$ cat config.mk
export PLATFORM = sky130hd
export DESIGN_NAME = sau_link_slave
export DESIGN_NICKNAME = d
export VERILOG_FILES = /design/src/rtl/sau_link_pkg.sv /design/src/rtl/sau_link_fifo.sv /design/src/rtl/sau_link_slave.sv
export SDC_FILE = /design/constraint.sdc
export NUM_CORES = 1
export LEC_CHECK = 0
export BUFFER_PORTS_ARGS = -buffer_cell sky130_fd_sc_hd__buf_2
export CORE_MARGIN = 4
export CORE_UTILIZATION = 55
export CTS_BUF_LIST = sky130_fd_sc_hd__clkbuf_8
export CTS_CLUSTER_DIAMETER = 40
export CTS_CLUSTER_SIZE = 30
export DETAILED_ROUTE_END_ITERATION = 12
export PLACE_DENSITY = 0.77
export SLEW_MARGIN = 20
export SYNTH_ARGS = -nofsm -noshare
export SYNTH_HDL_FRONTEND = slang
export SYNTH_SLANG_ARGS = --single-unit
$ cat constraint.sdc
create_clock -name clk -period 1.9 [get_ports clk]
set_input_delay 0.38 -clock clk [delete_from_list [all_inputs] [get_ports clk]]
set_output_delay 0.38 -clock clk [all_outputs]
set_load 0.1 [all_outputs]
$ cat src/rtl/sau_link_pkg.sv
// Shared types and line-level constants for the SAU serial byte link.
package sau_link_pkg;

   typedef enum logic [2:0] {IDLE, START, DATA, PAR, STOP} link_state_t;

   localparam logic START_BIT = 1'b0;
   localparam logic STOP_BIT  = 1'b1;
   localparam logic IDLE_LVL  = 1'b1;

   function automatic int cnt_w(input int n);
      return (n > 1) ? $clog2(n) : 1;
   endfunction

endpackage

$ cat src/rtl/sau_link_fifo.sv
// Synchronous TX byte FIFO; pointers carry one wrap bit so full/empty need no counter.
module sau_link_fifo #(
   parameter int DW       = 8,
   parameter int TX_DEPTH = 4
) (
   input  logic          clk,
   input  logic          rst_n,
   input  logic          flush,
   input  logic          push,
   input  logic [DW-1:0] wdata,
   input  logic          pop,
   output logic [DW-1:0] rdata,
   output logic          full,
   output logic          empty
);
   localparam int AW = $clog2(TX_DEPTH);

   logic [DW-1:0] mem [TX_DEPTH];
   logic [AW:0]   wptr, rptr;
   logic          do_push, do_pop;

   assign full    = (wptr[AW] != rptr[AW]) && (wptr[AW-1:0] == rptr[AW-1:0]);
   assign empty   = (wptr == rptr);
   assign do_push = push && !full;
   assign do_pop  = pop && !empty;
   assign rdata   = mem[rptr[AW-1:0]];

   always_ff @(posedge clk or negedge rst_n) begin
      if (!rst_n) begin
         wptr <= '0;
         rptr <= '0;
      end else if (flush) begin
         wptr <= '0;
         rptr <= '0;
      end else begin
         if (do_push) wptr <= wptr + 1'b1;
         if (do_pop)  rptr <= rptr + 1'b1;
      end
   end

   always_ff @(posedge clk) begin
      if (do_push && !flush) mem[wptr[AW-1:0]] <= wdata;
   end

endmodule

$ cat src/rtl/sau_link_slave.sv
// Device-side SAU link endpoint: RX deframer, TX serialiser fed from a small FIFO.
// Optional parity bit enabled with macro SAU_LINK_PARITY_EN.
//
// state | meaning
// IDLE  | line idle, waiting for start bit (RX) or FIFO data (TX)
// START | TX driving start bit
// DATA  | shifting DW data bits, MSB first
// PAR   | even parity bit (SAU_LINK_PARITY_EN only)
// STOP  | stop bit; TX may chain straight into the next START
module sau_link_slave
   import sau_link_pkg::*;
#(
   parameter int TX_DEPTH = 4,
   parameter int DW       = 8
) (
   input  logic          clk,
   input  logic          rst_n,
   input  logic          en,
   input  logic          sin,
   output logic          sout,
   output logic [DW-1:0] rx_data,
   output logic          rx_valid,
   output logic          rx_err,
   input  logic [DW-1:0] tx_data,
   input  logic          tx_valid,
   output logic          tx_ready,
   output logic          tx_idle
);
   localparam int             CW       = cnt_w(DW);
   localparam logic [CW-1:0]  CNT_LAST = CW'(DW - 1);

   link_state_t   rx_state, tx_state;
   logic [CW-1:0] rx_cnt, tx_cnt;
   logic [DW-1:0] rx_shift, tx_shift;
   logic [DW-1:0] fifo_rdata;
   logic          fifo_full, fifo_empty, fifo_push, tx_pop;
`ifdef SAU_LINK_PARITY_EN
   logic          rx_par_ok, tx_par;
`endif

   assign tx_ready  = !fifo_full;
   assign fifo_push = en && tx_valid && !fifo_full;
   assign tx_pop    = en && !fifo_empty && (tx_state == IDLE || tx_state == STOP);
   assign tx_idle   = fifo_empty && (tx_state == IDLE);

   sau_link_fifo #(.DW(DW), .TX_DEPTH(TX_DEPTH)) u_fifo (
      .clk   (clk),
      .rst_n (rst_n),
      .flush (!en),
      .push  (fifo_push),
      .wdata (tx_data),
      .pop   (tx_pop),
      .rdata (fifo_rdata),
      .full  (fifo_full),
      .empty (fifo_empty)
   );

   always_ff @(posedge clk or negedge rst_n) begin
      if (!rst_n) begin
         rx_state <= IDLE;
         rx_cnt   <= '0;
         rx_shift <= '0;
         rx_data  <= '0;
         rx_valid <= 1'b0;
         rx_err   <= 1'b0;
`ifdef SAU_LINK_PARITY_EN
         rx_par_ok <= 1'b0;
`endif
      end else begin
         rx_valid <= 1'b0;
         rx_err   <= 1'b0;
         if (!en) begin
            rx_state <= IDLE;
         end else begin
            case (rx_state)
               IDLE: if (sin == START_BIT) begin
                  rx_state <= DATA;
                  rx_cnt   <= '0;
               end
               DATA: begin
                  rx_shift <= {rx_shift[DW-2:0], sin};
                  if (rx_cnt == CNT_LAST) begin
`ifdef SAU_LINK_PARITY_EN
                     rx_state <= PAR;
`else
                     rx_state <= STOP;
`endif
                  end else begin
                     rx_cnt <= rx_cnt + 1'b1;
                  end
               end
`ifdef SAU_LINK_PARITY_EN
               PAR: begin
                  rx_par_ok <= (sin == ^rx_shift);
                  rx_state  <= STOP;
               end
`endif
               STOP: begin
`ifdef SAU_LINK_PARITY_EN
                  if (sin == STOP_BIT && rx_par_ok) begin
`else
                  if (sin == STOP_BIT) begin
`endif
                     rx_data  <= rx_shift;
                     rx_valid <= 1'b1;
                  end else begin
                     rx_err <= 1'b1;
                  end
                  rx_state <= IDLE;
               end
               default: rx_state <= IDLE;
            endcase
         end
      end
   end

   // tx_cnt counts down from DW-1; the frame leaves DATA on terminal count 0
   always_ff @(posedge clk or negedge rst_n) begin
      if (!rst_n) begin
         tx_state <= IDLE;
         tx_cnt   <= '0;
         tx_shift <= '0;
         sout     <= IDLE_LVL;
`ifdef SAU_LINK_PARITY_EN
         tx_par   <= 1'b0;
`endif
      end else if (!en) begin
         tx_state <= IDLE;
         sout     <= IDLE_LVL;
      end else begin
         case (tx_state)
            IDLE, STOP: begin
               if (tx_pop) begin
                  tx_shift <= fifo_rdata;
`ifdef SAU_LINK_PARITY_EN
                  tx_par   <= ^fifo_rdata;
`endif
                  sout     <= START_BIT;
                  tx_state <= START;
               end else begin
                  sout     <= IDLE_LVL;
                  tx_state <= IDLE;
               end
            end
            START: begin
               sout     <= tx_shift[DW-1];
               tx_shift <= tx_shift << 1;
               tx_cnt   <= CNT_LAST;
               tx_state <= DATA;
            end
            DATA: begin
               if (tx_cnt == '0) begin
`ifdef SAU_LINK_PARITY_EN
                  sout     <= tx_par;
                  tx_state <= PAR;
`else
                  sout     <= STOP_BIT;
                  tx_state <= STOP;
`endif
               end else begin
                  tx_cnt   <= tx_cnt - 1'b1;
                  sout     <= tx_shift[DW-1];
                  tx_shift <= tx_shift << 1;
               end
            end
            PAR: begin
               sout     <= STOP_BIT;
               tx_state <= STOP;
            end
            default: begin
               sout     <= IDLE_LVL;
               tx_state <= IDLE;
            end
         endcase
      end
   end

endmodule

==> results.cfg <==
[run_status]
status = complete, but fails checks
violations = setup timing

[floorplanning]
die_h_um = 84.42
dieArea_um2 = 7126
fp-row-count = 27
die_width_um = 84.42
coreArea_um2 = 5574
ios = 26
initial_core_util_pct = 57.62

[critical_path]
cp_max_fo = 2
path_class = reg2out
rr_startpoint = u_fifo.rptr[1]
r2r_slack_ns = -0.01
cp-start-kind = flip-flop
r2r_cells = 5
rr_endpoint = tx_shift[1]
cp_data_required_time_ns = 1.52
endpoint_kind = output port
cp.arrival_ns = 1.56

[routing]
vias = 1874
drt_iter0_markers = 104
drc = 0
vias_per_cell = 5.416
drt-total-wl_um = 5766
wl_per_cell_um = 16.66
antenna_left = 0
first_pass_iters = 4

[cells_and_area]
diodes = 0
fin_util_pct = 70.82
drive_gt1_share_pct = 39.78
fill_cells = 367
nets = 291
area_growth_syn_to_layout_pct = 22.91

[clocking]
cts_hold_buf = 0
clock-sinks = 76
tritoncts = built
clockBufferDepth = 2
cts-root-buf = clkbuf_8
worstSkewPairLatency_ns = 0.35
cts_made_buffers = 9
path_clk_slew_ns = 0.08
cts.htree.levels = 3

[synth]
synth_cell_types = 33
syn_inst = 212
synth.net_count = 234
yosysWarnings = 0
ys.flop_type = dfrtp_1
synth.top_cell.area_share_pct = 33.50
netlist_top_cells_area = dfrtp_1 34%, edfxtp_1 30%, mux2_2 8.4%
synth_area_per_cell_um2 = 15.15
ys_seq_area_share_pct = 64.24
synth.largest_area_cell = dfrtp_1
async_flop_share_pct = 57.89
yosys_register_bits = 76
synth_edf_count = 32
synth_area_um2 = 3212

[power_and_ir_drop]
power_uw = 5367
irDropWorstVdd_mv = 0.6773
p_leak_uw = 0.001783
powerDensity_nw_per_um2 = 1360

[sta]
fin_worst_skew_ns = 0.008468
post-route-min-period_ns = 1.935
max_freq_mhz = 516.7
period_share_pct = 101.9
worst_slack_ns = -0.03548
slew_violations = 0
worstMarginPinSlew_ns = 0.5232
relSlewSlack_pct = 65.12
setup_violations = 5
final_hold_viol_count = 0
rsz0062_at_grt = yes
tns_ns = -0.05522

[flow_run]
cap_violations = 0

[grt]
overflow = 0
grt_max_degree = 25
grt_pass1_wl_um = 9535
grt_pass1_vias = 1951
track_usage_pct = 17.39
antenna_found_initial = 0

[placement]
globalplace.congestion = 0.7868
place_hpwl_um = 3788
portBuffers = 25

[worst_hold_path]
hold_class = in2async
-- power by group --
part / switching [uW] / internal, uW
Combinational: 867 / 910
Sequential: 158 / 1990
Clock: 575 / 869
-- placed cells by master (no fill, tap or decap), types with 5 or more instances in the layout --
cell,Yosys,layout
dfrtp_1,43,42
edfxtp_1,32,32
mux4_1,8,7
ha_1,9,7
inv_1,7,6
mux2_2,24,23
buf_4,1,23
mux2i_1,6,6
clkbuf_8,0,9
buf_2,0,23
nand2_1,33,32
nor2b_1,5,5
-- flip-flops by register name (all words and copies together) (netlist names), 2 cells and up --
register,cells
rx_cnt,3
rx_data,8
rx_shift,8
rx_state,2
tx_cnt,3
tx_shift,8
tx_state,3
u_fifo.mem,32
u_fifo.rptr,3
u_fifo.wptr,3
-- critical path, stage by stage, from the launching register on --
cell	delay (ns)
dfrtp_1	0.42
xor2_2	0.20
nor2_2	0.14
and4b_2	0.28
buf_12	0.18
-- stage by stage --
| stage | setup slack [ns] | instances | area [um^2] | hold WS [ns] |
|---|---|---|---|---|
| finish | -0.03548 | 346 | 3948 | 0.002047 |
| global route | -0.07380 | 346 | 3948 | 0.03763 |
| CTS | -0.01853 | 344 | 3914 | 0.01021 |
| detailed placement | -0.09413 | 321 | 3568 | 0.3889 |
| global placement | -0.02317 | 321 | 3568 | 0.3893 |
| floorplan | 0.006836 | 212 | 3217 | 0.08441 |
-- how the worst max path moves through the flow --
stage	startpoint	end	slack, ns	cells after the start
after CTS	u_fifo.wptr[0]	tx_idle	-0.02	4
after global placement	tx_cnt[0]	tx_shift[2]	-0.02	7
final	u_fifo.rptr[1]	tx_idle	-0.04	4
after detailed placement	tx_cnt[0]	tx_shift[0]	-0.09	7
after global routing	u_fifo.rptr[1]	tx_idle	-0.07	4
after floorplan	tx_cnt[0]	tx_shift[0]	0.007	7
-- synth_stat cells (4+ instances only) --
cell type  count
mux2i_1        6
and3_1         4
edfxtp_1      32
inv_1          7
nor2_1         5
mux2_2        24
dfrtp_1       43
xor2_1         4
nand2b_1       4
nor2b_1        5
nand2_1       33
mux4_1         8
ha_1           9
-- routing by layer --
layer / global-route usage [%] / wire length, um / share of wire [%] / vias up
li1: - / - / - / 883
met3: 5.496 / 224 / 3.9 / 14
met4: 6.331 / 108 / 1.9 / 0
met2: 29.05 / 2916 / 51 / 31
met5: 0 / 0 / 0 / -
met1: 21.37 / 2517 / 44 / 946
-- what timing repair did --
item,CTS,global route
endpoints found under the setup margin,9,10
buffers inserted,6,2
pin swaps,7,5
resized for setup,10,7
cloned,1,0
hold endpoints to repair,0,0
-- layout make-up --
cell class,instances,area (um^2),area share [%]
Timing Repair Buffer,49,347.8,8.811
Multi-Input combinational cell,125,1176,29.79
Clock inverter,7,115.1,2.916
Clock buffer,9,123.9,3.138
Tap cell,72,90.09,2.282
Inverter,8,30.03,0.7607
Sequential cell,76,2064,52.30
-- cells by family (layout without fill, tap and decap cells) --
| family | after synthesis | after routing | synth area share (%) |
|---|---|---|---|
| flip-flops | 76 | 76 | 64.24 |
| AO/OA/AOI/OAI | 12 | 13 | 3.273 |
| AND/OR/NAND/NOR | 59 | 59 | 8.765 |
| buffers and inverters | 12 | 73 | 1.753 |
| multiplexers | 38 | 38 | 16.83 |
| XOR/XNOR | 6 | 6 | 1.636 |
| adder cells (fa/ha/maj) | 9 | 9 | 3.506 |
No activity file was read; power rests on OpenSTA's default activity.
